<file path="config.mk">
export PLATFORM = sky130hd
export DESIGN_NAME = decode_stage
export DESIGN_NICKNAME = d
export VERILOG_FILES = /design/src/rtl/decode_stage.sv
export SDC_FILE = /design/constraint.sdc
export NUM_CORES = 1
export LEC_CHECK = 0
export BUFFER_PORTS_ARGS = -buffer_cell sky130_fd_sc_hd__buf_2
export CAP_MARGIN = 15
export CORE_MARGIN = 2
export CORE_UTILIZATION = 30
export CTS_BUF_LIST = sky130_fd_sc_hd__clkbuf_8
export CTS_CLUSTER_SIZE = 25
export DETAILED_ROUTE_END_ITERATION = 6
export PLACE_DENSITY = 0.56
export REMOVE_ABC_BUFFERS = 1
export SLEW_MARGIN = 5
export SYNTH_ARGS = -nofsm -noshare
export SYNTH_HDL_FRONTEND = slang
export SYNTH_SLANG_ARGS = --single-unit
export TNS_END_PERCENT = 1
</file>
<file path="constraint.sdc">
create_clock -name clk -period 3.7 [get_ports clk]
set_input_delay 0.555 -clock clk [delete_from_list [all_inputs] [get_ports clk]]
set_output_delay 0.555 -clock clk [all_outputs]
set_load 0.1 [all_outputs]
</file>
<file path="src/rtl/decode_stage.sv">
// ============================================================================
// Module      : decode_stage
// Description : Registered, handshaked instruction decode with a register
//               scoreboard for RAW/WAW stalls and a saturating stall counter.
// Revision    : 1.0 - initial release
// ============================================================================
`default_nettype none

module decode_stage #(
    parameter int WORD_SIZE = 32,
    parameter int REG_BITS  = 4,
    parameter int FUNC_BITS = 4,
    parameter int CNT_BITS  = 16
) (
    input  logic                 clk,
    input  logic                 reset_n,
    input  logic                 in_valid,
    output logic                 in_ready,
    input  logic [WORD_SIZE-1:0] in_instr,
    output logic                 out_valid,
    input  logic                 out_ready,
    output logic [FUNC_BITS-1:0] out_alu_func,
    output logic                 out_alu_in2_mux,
    output logic [REG_BITS-1:0]  out_regno1,
    output logic [REG_BITS-1:0]  out_regno2,
    output logic [WORD_SIZE-1:0] out_imm,
    output logic                 out_wrt_en,
    output logic [REG_BITS-1:0]  out_wrt_regno,
    output logic                 out_illegal,
    input  logic                 wb_valid,
    input  logic [REG_BITS-1:0]  wb_regno,
    input  logic                 flush,
    output logic [CNT_BITS-1:0]  stall_cnt
);

    localparam int c_NREGS = 2 ** REG_BITS;

    logic [3:0]           w_cls;
    logic [3:0]           w_fn;
    logic [REG_BITS-1:0]  w_rd, w_rs1, w_rs2;
    logic [15:0]          w_imm16;

    assign w_cls   = in_instr[31:28];
    assign w_fn    = in_instr[27:24];
    assign w_rd    = in_instr[20 +: REG_BITS];
    assign w_rs1   = in_instr[16 +: REG_BITS];
    assign w_rs2   = in_instr[12 +: REG_BITS];
    assign w_imm16 = in_instr[15:0];

    logic [FUNC_BITS-1:0] w_func;
    logic                 w_in2_mux, w_wrt_en, w_illegal, w_is_r;
    logic [REG_BITS-1:0]  w_regno1, w_regno2, w_wrt_regno;
    logic [WORD_SIZE-1:0] w_imm;

    always_comb begin
        w_func      = '0;
        w_in2_mux   = 1'b0;
        w_wrt_en    = 1'b0;
        w_illegal   = 1'b0;
        w_is_r      = 1'b0;
        w_regno1    = '0;
        w_regno2    = '0;
        w_wrt_regno = '0;
        w_imm       = '0;
        case (w_cls)
            4'h0: begin
                w_is_r      = 1'b1;
                w_func      = w_fn[FUNC_BITS-1:0];
                w_regno1    = w_rs1;
                w_regno2    = w_rs2;
                w_wrt_regno = w_rd;
                w_wrt_en    = (w_rd != '0);
            end
            4'h1: begin
                w_func      = w_fn[FUNC_BITS-1:0];
                w_in2_mux   = 1'b1;
                w_regno1    = w_rs1;
                w_wrt_regno = w_rd;
                w_imm       = {{(WORD_SIZE-16){w_imm16[15]}}, w_imm16};
                w_wrt_en    = (w_rd != '0);
            end
            4'hF:    ;
            default: w_illegal = 1'b1;
        endcase
    end

    logic [c_NREGS-1:0] sb_q, sb_d;
    logic [c_NREGS-1:0] w_wb_mask, w_sb_eff;
    logic               w_hazard, w_accept;

    // A write-back retiring this cycle already unblocks the dependent instruction.
    assign w_wb_mask = wb_valid ? (c_NREGS'(1) << wb_regno) : '0;
    assign w_sb_eff  = sb_q & ~w_wb_mask;
    assign w_hazard  = w_sb_eff[w_rs1] | (w_is_r & w_sb_eff[w_rs2]) |
                       (w_wrt_en & w_sb_eff[w_rd]);

    logic out_valid_q, out_valid_d;
    assign in_ready = (~out_valid_q | out_ready) & ~w_hazard & ~flush;
    assign w_accept = in_valid & in_ready;

    always_comb begin
        sb_d = sb_q & ~w_wb_mask;
        if (flush && out_valid_q && out_wrt_en)
            sb_d[out_wrt_regno] = 1'b0;
        if (w_accept && w_wrt_en)
            sb_d[w_rd] = 1'b1;
        sb_d[0] = 1'b0;
    end

    always_comb begin
        out_valid_d = out_valid_q;
        if (flush)
            out_valid_d = 1'b0;
        else if (w_accept)
            out_valid_d = 1'b1;
        else if (out_ready)
            out_valid_d = 1'b0;
    end

    logic [CNT_BITS-1:0] stall_cnt_q;

    always_ff @(posedge clk or negedge reset_n) begin
        if (!reset_n) begin
            out_valid_q     <= 1'b0;
            sb_q            <= '0;
            stall_cnt_q     <= '0;
            out_alu_func    <= '0;
            out_alu_in2_mux <= 1'b0;
            out_regno1      <= '0;
            out_regno2      <= '0;
            out_imm         <= '0;
            out_wrt_en      <= 1'b0;
            out_wrt_regno   <= '0;
            out_illegal     <= 1'b0;
        end else begin
            out_valid_q <= out_valid_d;
            sb_q        <= sb_d;
            if (in_valid && w_hazard && !flush && (stall_cnt_q != {CNT_BITS{1'b1}}))
                stall_cnt_q <= stall_cnt_q + 1'b1;
            if (w_accept) begin
                out_alu_func    <= w_func;
                out_alu_in2_mux <= w_in2_mux;
                out_regno1      <= w_regno1;
                out_regno2      <= w_regno2;
                out_imm         <= w_imm;
                out_wrt_en      <= w_wrt_en;
                out_wrt_regno   <= w_wrt_regno;
                out_illegal     <= w_illegal;
            end
        end
    end

    assign out_valid = out_valid_q;
    assign stall_cnt = stall_cnt_q;

endmodule

`default_nettype wire

</file>
==> impl_metrics.json <==
{
  "status": "completed",
  "routed_wl_um": 11300,
  "portBuffers": 110,
  "clock.fmax_mhz": 294,
  "p_per_area_nw_per_um2": 407,
  "synth_flop_cell": "dfrtp_1",
  "maxSlewViolCount": 0,
  "finalWorstSetupSlack_ps": 303,
  "die_x_um": 119,
  "cts.sinks": 67,
  "hold_violations": 0,
  "clockBufferDepth": 2,
  "ir_drop_v": 0.000282,
  "die-area_sq_um": 14200,
  "post_synth.cell_area_avg_sq_um": 9.83,
  "critPathLaunch": "wb_regno[0]",
  "cap_violations": 0,
  "use_met2": 0.257,
  "syn_area_sq_um": 3980,
  "yosysTopAreaCell": "dfrtp_1",
  "hold_ws_ps": 160,
  "synth.area.top_cells": "dfrtp_1, mux2_4, mux2i_1, buf_4, xor2_1",
  "rsz0062_at_grt": "false",
  "period_share": 0.918,
  "start_kind": "primary input",
  "end_kind": "primary output",
  "viasPerCell": 5.11,
  "clk-insertion-delay-late_ps": 350,
  "area_delta_synth_final_pct": 22.5,
  "synth_edf_count": 0,
  "vias": 3498,
  "use_met1": 0.218,
  "grt-busiest-layer": "met2",
  "die_height_um": 119,
  "grt_use_met3": 0.0302,
  "dp_slack_ps": 343,
  "cts_made_buffers": 9,
  "async_flop_share": 1.00,
  "synth.distinct_cells": 50,
  "drive_gt1_frac": 0.333,
  "ys.warnings.count": 0,
  "fin_tns_setup_ps": 0,
  "num_rows": 42,
  "drtIter0Drc": 278,
  "skew_ps": 14.1,
  "max_slew_margin": 0.587,
  "grt.total_usage": 0.163,
  "grt_pass1_vias": 3459,
  "ys_ff_latch": 67,
  "setup_viol": 0,
  "dp_hpwl_um": 8100,
  "fill_cells": 1314,
  "synth_top_cell_area_share": 0.421,
  "worst_pin_slew_ps": 619,
  "grt_pass1_wl_um": 18200,
  "cts_tree": "built",
  "total_leakage_power_nw": 2.51,
  "cp_data_required_time_ps": 3140,
  "io_pins": 111,
  "synthCells": 405,
  "hold_path.class": "in2async",
  "grt_overflow": 0,
  "final_common_cell": "buf_2",
  "placed_cell_area_sq_um": 4690,
  "seq_area_frac_synth": 0.421,
  "seq_area_sq_um": 1680,
  "layout_common_cells": "buf_2, dfrtp_1, nand2_1, o21ai_0, inv_1",
  "core_sq_um": 13100,
  "start_util": 0.304,
  "cts_root_buf": "clkbuf_8",
  "path_class": "in2out",
  "wire_per_inst_um": 16.5,
  "n_antenna_cell": 0,
  "post_cts_buffers": 0,
  "h-tree-depth": 3,
  "r2r_start": "sb_q[2]",
  "place.gp.congestion": 0.896,
  "grt_max_degree": 51,
  "final_nets": 546,
  "antenna_found_initial": 0,
  "ant_nets": 0,
  "path_max_fanout": 4,
  "post_cts_resized": 0,
  "fin_area_sq_um": 4880,
  "multi_input_area_sq_um": 2030,
  "min_period_ps": 3400,
  "cts_hold_buf": 0,
  "drc_errors": 0,
  "worstPathArrival_ps": 2840,
  "firstDrtPassIters": 4,
  "clkTransAtPathRegs_ps": 80
}
## cells by family after synthesis
family	count (synthesis)	share of synthesized area
compound gates	90	0.147
xor+xnor	16	0.0352
fa+ha+maj	1	0.00314
buf+inv	59	0.0732
flops	67	0.421
mux	42	0.142
simple gates	130	0.178
## where the power goes
part	switching, mW	internal [mW]
Combinational	0.442	0.123
Clock	0.306	0.309
Sequential	0.0329	0.771
## per-layer routing
metal / up-vias / share of wire
li1: 1657 / -
met1: 1688 / 0.46
met5: - / 0
met3: 16 / 0.061
met4: 0 / 0.019
met2: 137 / 0.46
## flip-flops by register name, indices dropped and copies added, names as in the netlist
register	count
out_imm	16
out_regno2	4
out_wrt_en	1
out_regno1	4
out_valid	1
stall_cnt	16
sb_q	15
out_alu_in2_mux	1
out_wrt_regno	4
out_illegal	1
out_alu_func	4
## stage by stage
step           power [mW]  instances  utilization
6_report             1.98        684        0.373
5_1_grt              2.07        684        0.373
3_5_place_dp         1.39        668        0.358
3_3_place_gp         1.38        668        0.358
4_1_cts              2.01        684        0.373
2_1_floorplan        1.23        369            -
## path summary, 6_finish.rpt
kind	end	slack (ps)	depth (start not counted)
worst max-delay path	in_ready	300	9
worst min-delay path	sb_q[14]	160	1
worst max register to register	out_imm[10]	1140	8
worst min register to register	stall_cnt[9]	490	1
max in group asynchronous	out_imm[9]	2520	2
min in group clk	out_alu_func[1]	440	3
## critical path, cell delays in order
cell     delay (ps)
buf_2           120
or3b_1          430
o21ai_1         350
mux4_2          320
o22ai_1         110
nor4_4          360
nand3_1         150
nor2_1          230
buf_12          210
## cells in the mapped netlist, types with 4 or more instances
| master | n |
|---|---|
| a21oi_1 | 15 |
| and2_1 | 4 |
| and3_1 | 19 |
| buf_4 | 18 |
| clkbuf_1 | 16 |
| dfrtp_1 | 67 |
| inv_1 | 22 |
| mux2_4 | 19 |
| mux2i_1 | 18 |
| mux4_2 | 4 |
| nand2_1 | 30 |
| nand2b_1 | 4 |
| nand3_1 | 20 |
| nand3b_1 | 4 |
| nand4_1 | 14 |
| nor2_1 | 16 |
| nor3_1 | 5 |
| o2111ai_1 | 8 |
| o211ai_1 | 8 |
| o21ai_0 | 26 |
| o21bai_1 | 8 |
| o22ai_1 | 4 |
| xor2_1 | 15 |
## area by class of cell
class	instances	area share
clock buffers	9	0.0254
clock inverters	7	0.0141
inverters	23	0.0177
multi-input cells	279	0.415
flip-flops and latches	67	0.344
well taps	176	0.0451
repair buffers	123	0.138
Power figures use the tool's default switching activity.
